===== src/rtl/ppm_pkg.sv =====
// rtl/ppm_pkg.sv - shared FSM encoding and sizing helpers for the PPM frame buffer
//   state_t       one-hot FSM encoding: IDLE, RECV, SEND, WAIT
//   sym_per_word  number of SYM_W-bit symbols carried by one DATA_W-bit word
//   sym_w_fits    true when DATA_W is a whole multiple of SYM_W
package ppm_pkg;

   typedef enum logic [3:0] {
      ST_IDLE = 4'b0001,
      ST_RECV = 4'b0010,
      ST_SEND = 4'b0100,
      ST_WAIT = 4'b1000
   } state_t;

   function automatic int sym_per_word(input int data_w, input int sym_w);
      return data_w / sym_w;
   endfunction

   function automatic bit sym_w_fits(input int data_w, input int sym_w);
      return (sym_w > 0) && (data_w >= sym_w) && ((data_w % sym_w) == 0);
   endfunction

endpackage


===== src/rtl/ppm_frame_ram.sv =====
// rtl/ppm_frame_ram.sv - DEPTH x DATA_W frame store, synchronous write, combinational read
//   clk    clock
//   we     write enable, wdata stored at waddr on the rising edge
//   waddr  write address
//   wdata  write data
//   raddr  read address
//   rdata  word at raddr, combinational
// Contents are deliberately not reset; every frame rewrites the words it reads.
module ppm_frame_ram #(
   parameter int DATA_W = 8,
   parameter int DEPTH  = 16,
   parameter int AW     = $clog2(DEPTH)
) (
   input  logic              clk,
   input  logic              we,
   input  logic [AW-1:0]     waddr,
   input  logic [DATA_W-1:0] wdata,
   input  logic [AW-1:0]     raddr,
   output logic [DATA_W-1:0] rdata
);

   logic [DATA_W-1:0] mem [DEPTH];

   always_ff @(posedge clk) begin
      if (we) begin
         mem[waddr] <= wdata;
      end
   end

   assign rdata = mem[raddr];

endmodule


===== src/rtl/ppm_frame_buffer_param.sv =====
// rtl/ppm_frame_buffer_param.sv - frame buffer slicing user words into PPM symbols
//   clk         clock, all logic on rising edge
//   rst         synchronous reset, active-high
//   le          load enable pulse, taken in IDLE only
//   len_m1      frame length minus one, captured with le
//   din         user word, stored when din_valid in RECV
//   din_valid   word qualifier
//   sym_done    modulator finished the last strobed symbol, taken in WAIT only
//   sym_data    current symbol, stable from sym_strobe until sym_done
//   sym_strobe  one-cycle pulse, sym_data valid
//   frame_done  one-cycle pulse after the last symbol's sym_done
//   busy        high in every state except IDLE
module ppm_frame_buffer_param
   import ppm_pkg::*;
#(
   parameter int DATA_W = 8,
   parameter int DEPTH  = 16,
   parameter int SYM_W  = 2,
   parameter int LEN_W  = $clog2(DEPTH)
) (
   input  logic              clk,
   input  logic              rst,
   input  logic              le,
   input  logic [LEN_W-1:0]  len_m1,
   input  logic [DATA_W-1:0] din,
   input  logic              din_valid,
   input  logic              sym_done,
   output logic [SYM_W-1:0]  sym_data,
   output logic              sym_strobe,
   output logic              frame_done,
   output logic              busy
);

   localparam int SPW  = sym_per_word(DATA_W, SYM_W);
   localparam int SI_W = (SPW > 1) ? $clog2(SPW) : 1;

   if (!sym_w_fits(DATA_W, SYM_W)) begin : g_bad_sym_w
      $error("DATA_W must be an integer multiple of SYM_W");
   end

   state_t             state_q, state_d;
   logic [LEN_W-1:0]   len_q;
   logic [LEN_W-1:0]   wptr_q;
   logic [LEN_W-1:0]   rd_ptr_q;
   logic [SI_W-1:0]    sym_idx_q;
   logic               frame_done_q;

   logic [DATA_W-1:0]  rd_word;
   logic [SYM_W-1:0]   sym_sel;
   logic               wr_en;
   logic               last_word;
   logic               last_sym;
   logic               sym_accept;

   assign wr_en      = (state_q == ST_RECV) && din_valid;
   assign last_word  = (rd_ptr_q == len_q);
   assign last_sym   = (sym_idx_q == SI_W'(SPW - 1));
   assign sym_accept = (state_q == ST_WAIT) && sym_done;

   ppm_frame_ram #(
      .DATA_W (DATA_W),
      .DEPTH  (DEPTH),
      .AW     (LEN_W)
   ) u_ram (
      .clk    (clk),
      .we     (wr_en),
      .waddr  (wptr_q),
      .wdata  (din),
      .raddr  (rd_ptr_q),
      .rdata  (rd_word)
   );

   // Symbol 0 is the most significant slice of the word.
   always_comb begin
      sym_sel = '0;
      for (int i = 0; i < SPW; i++) begin
         if (sym_idx_q == SI_W'(i)) begin
            sym_sel = rd_word[(SPW-1-i)*SYM_W +: SYM_W];
         end
      end
   end

   always_ff @(posedge clk) begin
      if (rst) begin
         state_q      <= ST_IDLE;
         len_q        <= '0;
         wptr_q       <= '0;
         rd_ptr_q     <= '0;
         sym_idx_q    <= '0;
         frame_done_q <= 1'b0;
      end else begin
         state_q      <= state_d;
         frame_done_q <= sym_accept && last_word && last_sym;

         if ((state_q == ST_IDLE) && le) begin
            len_q     <= len_m1;
            wptr_q    <= '0;
            rd_ptr_q  <= '0;
            sym_idx_q <= '0;
         end

         // A full DEPTH frame wraps wptr back to 0 on its last write; it is
         // never used again before the next le reloads it.
         if (wr_en) begin
            wptr_q <= wptr_q + 1'b1;
         end

         if (sym_accept && !(last_word && last_sym)) begin
            if (last_sym) begin
               sym_idx_q <= '0;
               rd_ptr_q  <= rd_ptr_q + 1'b1;
            end else begin
               sym_idx_q <= sym_idx_q + 1'b1;
            end
         end
      end
   end

   always_comb begin
      state_d    = state_q;
      sym_strobe = 1'b0;
      sym_data   = '0;
      busy       = 1'b1;
      frame_done = frame_done_q;

      unique case (state_q)
         ST_IDLE: begin
            busy = 1'b0;
            if (le) begin
               state_d = ST_RECV;
            end
         end
         ST_RECV: begin
            if (din_valid && (wptr_q == len_q)) begin
               state_d = ST_SEND;
            end
         end
         ST_SEND: begin
            sym_strobe = 1'b1;
            sym_data   = sym_sel;
            state_d    = ST_WAIT;
         end
         ST_WAIT: begin
            sym_data = sym_sel;
            if (sym_done) begin
               state_d = (last_word && last_sym) ? ST_IDLE : ST_SEND;
            end
         end
         default: begin
            state_d = ST_IDLE;
         end
      endcase
   end

endmodule


===== config.mk =====
export PLATFORM = sky130hd
export DESIGN_NAME = ppm_frame_buffer_param
export DESIGN_NICKNAME = d
export VERILOG_FILES = /design/src/rtl/ppm_pkg.sv /design/src/rtl/ppm_frame_ram.sv /design/src/rtl/ppm_frame_buffer_param.sv
export SDC_FILE = /design/constraint.sdc
export NUM_CORES = 1
export LEC_CHECK = 0
export ABC_AREA = 1
export CELL_PAD_IN_SITES_DETAIL_PLACEMENT = 0
export CELL_PAD_IN_SITES_GLOBAL_PLACEMENT = 1
export CORE_ASPECT_RATIO = 1.25
export CORE_MARGIN = 5
export CORE_UTILIZATION = 44
export DETAILED_ROUTE_END_ITERATION = 10
export PLACE_DENSITY_LB_ADDON = 0.1
export SLEW_MARGIN = 20
export SYNTH_ARGS = -nofsm -noshare
export SYNTH_HDL_FRONTEND = slang
export SYNTH_SLANG_ARGS = --single-unit

===== constraint.sdc =====
create_clock -name clk -period 1.6 [get_ports clk]
set_input_delay 0.24 -clock clk [delete_from_list [all_inputs] [get_ports clk]]
set_output_delay 0.24 -clock clk [all_outputs]
set_load 0.02 [all_outputs]

==> Word level (Yosys, flattened, before mapping) <==
Memories as Yosys holds them, arrays and structs flattened. A register that Yosys moved wholly into a read port is not among the register bits.
Index checks and enable logic that the tools add are counted.
{ "word_totals": {"register_bits": 19, "ramBits": 128, "output_inout_bits": 5, "wordCells": 59, "memories": 1} }
{ "mem_list": {"columns": ["name", "depth", "word_bits", "read_ports", "rd_ports_with_merged_regs", "write_ports", "line_no", "rtl"], "rows": [
  ["u_ram.mem", 16, 8, 1, 1, 1, "ppm_frame_ram.sv:22", "logic [DATA_W-1:0] mem [DEPTH];"]
]} }
{ "op_classes": {"n_addsub": 3, "eq_ne": 12, "muxes": 23, "n_reduce_logical": 14} }
{ "ops": {"columns": ["cell", "n"], "rows": [
  ["4-bit two-way mux", 9],
  ["2-bit two-way mux", 8],
  ["4-bit case mux with 4 select lines", 1],
  ["4-bit by 1-bit adder with 4-bit output, second input constant", 2],
  ["4-bit == test", 2],
  ["1-bit logical AND", 8],
  ["2-bit == test, second input constant", 2],
  ["4-bit by 1-bit == test with 1-bit output, second input constant", 1],
  ["4-bit by 2-bit == test with 1-bit output, second input constant", 1],
  ["4-bit by 3-bit == test with 1-bit output, second input constant", 1],
  ["4-bit == test, second input constant", 1],
  ["1-bit two-way mux", 4],
  ["2-bit != test, second input constant", 2],
  ["2-bit nonzero test", 2],
  ["3-bit two-way mux", 1],
  ["3-bit AND reduction", 1],
  ["2-bit by 1-bit adder with 2-bit output, second input constant", 1],
  ["2-bit by 1-bit == test with 1-bit output, second input constant", 1],
  ["2-bit zero test", 1],
  ["2-bit by 1-bit != test with 1-bit output, second input constant", 1],
  ["2-bit OR reduction", 1],
  ["1-bit zero test", 1]
]} }

==> Depth between registers and ports, before layout <==
Gate-level depths: netlist of run 1.
{ "logic_depth": {"depth_word": 6, "ltp_mapped": 12, "depth_no_buf": 11} }

==> Hierarchy <==
Synthesis of run 1 repeated with hierarchy kept, for this count alone.
{ "hier_totals": {"cells_unflattened": 728, "hier_area_um2": 6800.3} }
{ "modules_own_cells": {"columns": ["module", "instances", "cells_each", "area_per_inst_um2", "seq_area_each_um2"], "rows": [
  ["ppm_frame_ram", 1, 543, 5606.6, 3843.7],
  ["ppm_frame_buffer_param", 1, 185, 1193.6, 380.4]
]} }

==> Worst setup path after synthesis of run 1 <==
No wires, ideal clock.
{ "synth_path": {"path_kind": "register -> register", "from": "register state_q[3]", "to": "memory u_ram.mem[7][0], enable pin", "arrival_time_ns": 1.357, "required_time_ns": 1.230, "setup_slack_ns": -0.127, "stages_incl_launch_ff": 6, "path_cell_list": "dfxtp_1 -> nor2_1 -> nand3_1 -> nor2_1 -> nand2_1 -> nor2_1"} }
{ "synth_via": {"elab_chain_cells": 4} }
{ "synth_lines": {"columns": ["item", "line_no", "rtl"], "rows": [
  ["start: declaration", "ppm_frame_buffer_param.sv:41", "state_t state_q, state_d;"],
  ["start signal: assignment", "ppm_frame_buffer_param.sv:92", "state_q <= state_d;"],
  ["4-bit by 2-bit == test with 1-bit output", "ppm_frame_buffer_param.sv:55", "assign wr_en = (state_q == ST_RECV) && din_valid;"],
  ["1-bit logical AND", "ppm_frame_buffer_param.sv:55", null],
  ["1-bit two-way mux", "ppm_frame_ram.sv:25", "if (we) begin"],
  ["1-bit two-way mux (not written as such)", "ppm_frame_ram.sv:26", "mem[waddr] <= wdata;"],
  ["end: declaration", "ppm_frame_ram.sv:22", null]
]} }
Every way passes these cells.

==> flow_summary.ini, run 1 <==
[status]
outcome = finished with violations
violations = negative setup slack

[setup_path]
crit_chain = inv_8, buf_12, buf_4, nand2_1, nand3_1, nand3_1, nand3_1, nand3_1, nand2_1, nand2_1, a21oi_2, buf_6
worstPathRequired_ns = 1.36
crit_top_cell = nand3_1
startpoint = rd_ptr_q[0]
cp-end-kind = primary output
arrival_ns = 2.03
r2r_slack_ns = -0.07
crit_fanout = 16
worstSetupPathType = flip-flop to primary output
crit_end = sym_data[1]
r2r_cells = 10
critPathSlowestCell = dfxtp_4
rr_endpoint = state_q[0]
critPathMaxStageDelay_ns = 0.39
worstSetupStartpointType = flip-flop
r2r-start = rd_ptr_q[0]

[route]
avgViaCountPerCell = 5.25
drt_iter0_drc = 275
drtAntennaViolNets = 0
post-route-drc-count = 0
drt_first_pass_iters = 5
routed_wl_mm = 16.1
vias = 4649
wl_per_cell_um = 18.1

[clock_tree]
cts_buffer_depth = 2
cts_made_buffers = 17
cts_max_level = 4
clockRootBuffer = clkbuf_16
cts_hold_buf = 0
cts_tree = built
clk_latency_ns = 0.42
clkTransAtPathRegs_ns = 0.06
cts.sinks = 147

[timing]
maxSlewHeadroom = 0.679
hold_slack_ns = 0.380
finalCriticalPeriod_ns = 2.27
setup-violations-final = 9
clock.fmax_ghz = 0.440
slew_viol_final = 0
finalSetupTns_ns = -1.53
fin_crit_sh = 1.42
tightest_slew_ns = 0.480
fin_skew_ns = 0.0127
fin_ws_ns = -0.673
finalHoldViolCount = 0
rsz0062_at_grt = yes

[pwr]
power_leakage_nw = 3.14
p_per_area_mw_per_mm2 = 998
ir_drop_mv = 0.672
power_mw = 8.22

[floorplanning]
die_area_mm2 = 0.0171
fp.dieH_um = 145
start_util = 0.448
dieWidth_um = 118
ios = 22
std_cell_rows = 49
core_mm2 = 0.0143

[final_layout]
drive_gt1_frac = 0.244
most-common-layout-cells = edfxtp_1, nand2_1, nand3_1, nor2_1
syn_to_final_growth_pct = 28.0
mostFrequentLayoutCell = edfxtp_1
final_core_utilization = 0.574
layout.nets = 721
postLayoutCellArea_mm2 = 0.00823
final_cells = 886
num_antenna_cells = 0

[synthesis]
yosysWarningCount = 0
synthCells = 606
syn-cell-area_mm2 = 0.00643
yosysSeqAreaShare = 0.657
ys_seq_elements = 147
ys.flop_type = edfxtp_1
synth_top_area_frac = 0.598
synth_largest_area_cell = edfxtp_1
synth.area.top_cells = edfxtp_1, nand2_1, dfxtp_1, nand3_1, nor2_1
async_flop_share = 0
avgSynthCellArea_um2 = 10.6
ys_types = 31
syn_nets = 632
synth_edf_count = 128

[global_route]
grt_pass1_vias = 4592
grt_pass1_wl_mm = 25.3
antenna_found_initial = 0
grt_max_degree = 31
grt_util_all_layers = 0.193
grt.overflow.total = 0

[placed_design]
dpl-instance-area_mm2 = 0.00729
dp.cells = 850
routabilityCongestion = 0.830
hpwl_mm = 10.8
post-place-ws_ns = -0.720
io_buffer_count = 21

[hold_path]
hold_depth = 3
hold_path_class = input pin to flip-flop
min_from = len_m1[0]

[job]
cap_violations = 0
synth_stat cells (3+ instances only):
cell	n
a21oi_1	23
a21oi_2	4
buf_2	9
buf_4	8
buf_6	8
dfxtp_1	19
edfxtp_1	128
ha_1	9
inv_1	50
inv_2	3
nand2_1	128
nand3_1	70
nor2_1	73
nor3_1	3
o211ai_1	9
o21ai_0	30
o21ai_1	11
o221ai_1	3
flip-flops by register name (all words and copies together) (netlist names):
register / cells
frame_done: 1
len_q: 4
rd_ptr_q: 4
state_q: 4
sym_idx_q: 2
u_ram.mem: 128
wptr_q: 4
worst min path at each step:
stage / to / slack (ns)
floorplan: frame_done / 0.32
global placement: len_q[1] / 0.51
detailed placement: len_q[1] / 0.51
CTS: len_q[0] / 0.37
global route: len_q[0] / 0.41
finish: len_q[0] / 0.38
worst max-delay path, delay by kind of cell, from the launching register on:
| family | cells | cell delay (ns) |
|---|---|---|
| simple gates | 7 | 0.52 |
| compound gates | 1 | 0.18 |
| buf+inv | 4 | 0.51 |
| flops | 1 | 0.39 |
power breakdown:
| group | internal [mW] | switching (mW) |
|---|---|---|
| Combinational | 0.119 | 0.167 |
| Sequential | 4.18 | 0.0190 |
| Clock | 2.15 | 1.58 |
repair_timing:
item / CTS / global route
endpoints found under the hold margin: 0 / 0
gates resized for setup: 56 / 62
setup endpoints to repair: 59 / 141
pin swaps: 9 / 11
setup buffers: 1 / 1
cloned: 1 / 1
layout make-up:
cell class                      count  area, µm²
Sequential cell                   147       4240
Inverter                           55        224
Clock inverter                     14        133
Fill cell                        1246       6110
Multi-Input combinational cell    377       2000
Tap cell                          178        223
Timing Repair Buffer               97        986
Clock buffer                       18        429
cell families after synthesis:
group,after synthesis,synth area share
AO/OA/AOI/OAI,84,0.0741
XOR/XNOR,2,0.00272
adder cells (fa/ha/maj),9,0.0175
buffers and inverters,82,0.0648
flip-flops,147,0.657
multiplexers,1,0.00156
AND/OR/NAND/NOR,281,0.182
layer usage:
metal / GRT usage / share of wire / routed length (µm)
met1: 0.237 / 0.40 / 6480
met2: 0.330 / 0.53 / 8580
met3: 0.0409 / 0.043 / 688
met4: 0.0786 / 0.019 / 302
met5: 0 / 0 / 0
(Power assumes the default switching activity.)
==> inputs of run 2 (changes only) <==
Settings changed: GPL_TIMING_DRIVEN set to 0, TNS_END_PERCENT set to 100.
==> run 2 against run 1 <==
  * The flow still finishes with violations (negative setup slack)
  * Combinational power shrank 6%
  * Register-to-register slack gained 0.11 ns
  * Count of clock-buffer cells in the layout grew 1
  * Highest routed layer unchanged
==> flow_summary.ini, run 2 (synthesized netlist as in run 1, its figures left out) <==
[final_layout]
most-common-layout-cells = edfxtp_1, nand2_1, nand3_1, inv_1, nor2_1
layout.nets = 706
drive_gt1_frac = 0.216
mostFrequentLayoutCell = edfxtp_1
num_antenna_cells = 0
postLayoutCellArea_mm2 = 0.00835
final_core_utilization = 0.582
largest_reg_flops = 128
syn_to_final_growth_pct = 29.9
largest_register = u_ram.mem

[floorplanning]
ios = 22
std_cell_rows = 49
die_area_mm2 = 0.0171
start_util = 0.448
core_mm2 = 0.0143
dieWidth_um = 118
fp.dieH_um = 145

[timing]
rsz0062_at_grt = yes
fin_ws_ns = -0.733
finalHoldViolCount = 0
clock.fmax_ghz = 0.429
fin_crit_sh = 1.46
finalCriticalPeriod_ns = 2.33
fin_skew_ns = 0.0128
slew_viol_final = 0
setup-violations-final = 2
tightest_slew_ns = 0.649
maxSlewHeadroom = 0.566
hold_slack_ns = 0.379

[pwr]
p_sw_mw = 1.73
intPower_mw = 6.73
p_per_area_mw_per_mm2 = 1010
p_clk_frac = 0.471
ir_drop_mv = 0.523
p_sw_frac = 0.205
p_seq_frac = 0.497
power_mw = 8.47
comb_power_share = 0.032
power_leakage_nw = 3.12

[hold_path]
min_from = len_m1[0]
hold_depth = 3
hold_path_class = input pin to flip-flop
min_to = len_q[0]

[placed_design]
io_buffer_count = 21
routabilityCongestion = 0.823
dpl-instance-area_mm2 = 0.00687
hpwl_mm = 11.4
post-place-ws_ns = -1.11

[clock_tree]
cts_made_buffers = 17
clk_latency_ns = 0.42
cts_tree = built
cts.sinks = 147
clkTransAtPathRegs_ns = 0.06
clockRootBuffer = clkbuf_16
cts_hold_buf = 0
cts_max_level = 4
cts_buffer_depth = 2

[status]
outcome = finished with violations
violations = negative setup slack

[setup_path]
r2r_slack_ns = 0.04
cp-end-kind = primary output
arrival_ns = 2.09
rr_endpoint = u_ram.mem[6][6]
critPathSlowestCell = dfxtp_4
worstSetupStartpointType = flip-flop
crit_chain = buf_12, buf_12, o21ai_0, o211ai_1, nand3_1, nand3_1, nand2_1, a21oi_2, buf_6
crit_fanout = 10
r2r-start = state_q[2]
worstSetupPathType = flip-flop to primary output
worstPathRequired_ns = 1.36
critPathMaxStageDelay_ns = 0.39
r2r_cells = 7

[job]
cap_violations = 0

[global_route]
antenna_found_initial = 0
grt_util_all_layers = 0.214
grt_max_degree = 17
grt.overflow.total = 0
grt_pass1_vias = 4817
grt_pass1_wl_mm = 27.8

[route]
post-route-drc-count = 0
routed_wl_mm = 17.8
vias = 4729
drtAntennaViolNets = 0
drt_iter0_drc = 355
avgViaCountPerCell = 5.43
wl_per_cell_um = 20.4
drt_first_pass_iters = 5
-- run 2: what timing repair did --
action	CTS	global route
endpoints found under the hold margin	0	0
gates resized for setup	107	34
buffers inserted	32	1
setup endpoints to repair	138	144
cloned	1	0
pin swaps	28	25
-- run 2: stage by stage --
stage	setup TNS, ns	instances
after floorplan	-15.24	606
after CTS	-1.45	870
final	-1.43	871
after global routing	-1.76	871
after detailed placement	-124.48	805
after global placement	-118.89	805
-- run 2: routing by layer --
layer / vias up / wire (µm) / track usage / part of all wire
met3: 30 / 896 / 0.0479 / 0.050
met2: 159 / 9190 / 0.369 / 0.52
met1: 2305 / 7210 / 0.260 / 0.41
li1: 2235 / - / - / -
met4: 0 / 469 / 0.0838 / 0.026
met5: - / 0 / 0 / 0
-- run 2: worst max-delay path by stage --
stage / from / to / depth (start not counted)
2_1_floorplan: state_q[3] / u_ram.mem[7][0] / 5
3_3_place_gp: din_valid / u_ram.mem[4][4] / 5
3_5_place_dp: din_valid / u_ram.mem[7][4] / 5
4_1_cts: rd_ptr_q[0] / sym_data[0] / 10
5_1_grt: rd_ptr_q[0] / sym_data[0] / 10
6_report: rd_ptr_q[1] / sym_data[0] / 9
-- run 2: worst max-delay path, delay by kind of cell, from the launching register on --
| kind | cells | cell delay [ns] |
|---|---|---|
| flops | 1 | 0.39 |
| compound gates | 3 | 0.52 |
| simple gates | 3 | 0.32 |
| buf+inv | 3 | 0.45 |
-- run 2: power groups by stage --
stage / Combinational [mW] / Sequential, mW / Clock (mW)
5_1_grt: 0.298 / 4.21 / 4.22
4_1_cts: 0.263 / 4.20 / 4.02
6_report: 0.270 / 4.21 / 3.99
3_5_place_dp: 0.241 / 4.28 / 0
2_1_floorplan: 0.115 / 4.28 / 0
3_3_place_gp: 0.237 / 4.28 / 0
-- run 2: cell type report --
| class | count | area [µm²] |
|---|---|---|
| sequential | 147 | 4240 |
| fill | 1221 | 5990 |
| timing repair buffer | 55 | 707 |
| multi-input combinational | 377 | 2030 |
| inverter | 55 | 226 |
| tap | 178 | 223 |
| buffer | 27 | 339 |
| clock inverter | 13 | 158 |
| clock buffer | 19 | 433 |
==> RTL change (flow settings as in run 2) <==
`DATA_W` is set to 8 in 2 places; all go to 16.
--- a/src/rtl/ppm_frame_ram.sv
+++ b/src/rtl/ppm_frame_ram.sv
@@ -9,3 +9,3 @@
 module ppm_frame_ram #(
-   parameter int DATA_W = 8,
+   parameter int DATA_W = 16,
    parameter int DEPTH  = 16,
--- a/src/rtl/ppm_frame_buffer_param.sv
+++ b/src/rtl/ppm_frame_buffer_param.sv
@@ -15,3 +15,3 @@
 #(
-   parameter int DATA_W = 8,
+   parameter int DATA_W = 16,
    parameter int DEPTH  = 16,
Interface: changed (resized din); port bits go from 22 to 30. No check against the original RTL was run, so the function may have changed too.
==> RTL change against run 2 <==
The flow still finishes with violations (negative setup slack). Setup slack got worse by 0.54 ns. Fmax decreased by 19%. Power increased by 71%. Register-to-register slack got worse by 0.28 ns. Sequential power increased by 88%. Final area increased by 74%. Wire length increased by 93%. Via count increased by 69%. Sequential cell count increased by 129. Worst hold slack got worse by 0.067 ns. Area after synthesis increased by 82%. Synthesized cell count increased by 64%. Sequential share of layout area increased by 4.9 points. Critical endpoint is now sym_data[1].
==> RTL change: results (changes against run 2) <==
stage,metric,value,unit,change
pwr,ir_worst_vdd,0.938,mV,+80%
synth,ys_warn_count,0,,unchanged
synth,synth_area_per_cell,11.8,sq um,+11%
layout,drive_gt1_share,19.8,%,-1.8 points
layout,diodes,0,,unchanged
layout,largest_reg_flops,256,,+100%
synth,ys_seq_area_share,69.3,%,+3.6 points
timing,maxSlewViolCount,0,,unchanged
global_routing,grt_pass1_wl,49.8,mm,+79%
run,drv_cap,0,,unchanged
placed_design,port_buffers,29,,+38%
run_status,status,"complete, but fails checks",,
cts,clock_latency,0.55,ns,+0.13 ns
global_routing,track_usage,22.7,%,+1.3 points
global_routing,antenna_found_initial,0,,unchanged
timing,setup_ws,-1.27,ns,-0.538 ns
synth,synth.cells.most_frequent,"edfxtp_1, nand2_1, nand3_1",,
placed_design,placed_cells,1362,,+69%
timing,tightest_slew,0.656,ns,+0.00744 ns
timing,setup_viol,39,,+37
placed_design,post_dp_cell_area,12600,sq um,+84%
global_routing,grt_max_degree,17,,unchanged
cts,clkTransAtPathRegs,0.06,ns,about the same
global_routing,grt_pass1_vias,7790,,+62%
layout,nets,1133,,+60%
run_status,violations,negative setup slack,,
hold_path,hp-class,in -> reg,,
layout,fillers,2267,,+86%
synth,synth.area.top_cells,"edfxtp_1, nand2_1, nand3_1, dfxtp_1, nor2_1",,
placed_design,hpwl,19.4,mm,+70%
setup_path,crit_fanout,10,,unchanged
pwr,p_leak,0.00522,uW,+67%
cts,root_buffer,clkbuf_16,,
setup_path,worstPathArrival,2.63,ns,+0.54 ns
synth,synth_async_sr_flop_share,0,%,unchanged
cts,clk_path_buf_depth,3,,+1
detailed_routing,wl_per_cell,23.5,microns,+15%
synth,ys.flop_type,edfxtp_1,,
cts,h-tree-depth,1,,-3
detailed_routing,vias_per_cell,5.48,,+0.90%
detailed_routing,dr_total_vias,7993,,+69%
cts,cts-buffers-inserted,28,,+11
synth,synth.distinct_cells,46,,+48%
synth,synth_edf_count,256,,+100%
detailed_routing,dr.first_iter.drc_count,599,,+69%
synth,synth_nets,1029,,+63%
placed_design,gp_congestion,0.788,,-4.2%
timing,skew,0.0132,ns,+0.000453 ns
layout,top_register,u_ram.mem,,
detailed_routing,drt_first_pass_iters,5,,unchanged
## RTL change: cell count changes after synthesis, sizes merged, moves of 9 or more
cell    before  now
nor2        74   96
edfxtp     128  256
o21ai       41   70
buf         25   49
o22ai        2   11
nand3       71  109
nand2      130  215
a21oi       27   42
## RTL change: metal layers
metal  up-vias  share of wire, %  routed length (microns)  global-route usage (%)
li1       3738                 -                        -                       -
met1      3956                42                    14600                    29.9
met2       230                50                    17300                    39.4
met3        69               4.4                     1500                    2.73
met4         0               2.8                      964                    6.94
met5         -                 0                        0                       0
## RTL change: logic make-up after synthesis
| kind of cell | count (synthesis) | share of synthesized area, % |
|---|---|---|
| xor+xnor | 2 | 0.150 |
| simple gates | 429 | 15.3 |
| mux | 1 | 0.0857 |
| compound gates | 162 | 8.34 |
| fa+ha+maj | 11 | 1.18 |
| flops | 276 | 69.3 |
| buf+inv | 112 | 5.63 |
## RTL change: path summary, 6_finish.rpt
kind / startpoint / endpoint / slack, ns / depth (start not counted)
min reg2reg: sym_idx_q[1] / sym_idx_q[1] / 0.51 / 2
max reg2reg: sym_idx_q[1] / rd_ptr_q[1] / -0.24 / 13
max: rd_ptr_q[0] / sym_data[1] / -1.27 / 17
min: rst / wptr_q[0] / 0.31 / 2
## RTL change: final cells by class
cell class / instances / area share (%)
flip-flops and latches: 276 / 55.6
multi-input cells: 605 / 22.6
repair buffers: 75 / 7.10
clock buffers: 42 / 5.38
plain buffers: 55 / 4.18
well taps: 340 / 2.92
inverters: 56 / 1.69
clock inverters: 10 / 0.489
## RTL change: critical path, cell delays in order, from the launching register on
cell and delay [ns]:
dfxtp_2 0.33, buf_6 0.14, inv_8 0.07, buf_12 0.14, buf_12 0.14, nand2_1 0.05, nand3_1 0.06, nand3_1 0.12
nand3_1 0.10, nand2_1 0.09, a21oi_1 0.17, nand2_2 0.08, nand2_1 0.08, nand2_1 0.06, nand2_2 0.08, nand2_2 0.07
a21oi_4 0.17, buf_6 0.14
## RTL change: timing repair
item	4_1_cts	5_1_grt
cloned	1	1
hold buffers	0	0
resized for setup	116	34
buffers inserted	43	2
pin swaps	28	19
endpoints found under the setup margin	279	277
## RTL change: power by group
group          switching [uW]  internal, uW
combinational             236           147
clock                    2640          3530
sequential               22.1          7900
total                    2900         11600
## RTL change: stage by stage
stage | TNS [ns] | setup slack [ns] | util, % | hold slack, ns
final | -4.35 | -1.27 | 55.8 | 0.312
after global routing | -7.67 | -1.35 | 55.8 | 0.309
after CTS | -4.51 | -1.23 | 55.4 | 0.292
after detailed placement | -158.20 | -1.60 | 48.4 | 0.497
after global placement | -155.39 | -1.63 | 48.4 | 0.492
after floorplan | -0.691 | -0.265 | - | 0.318
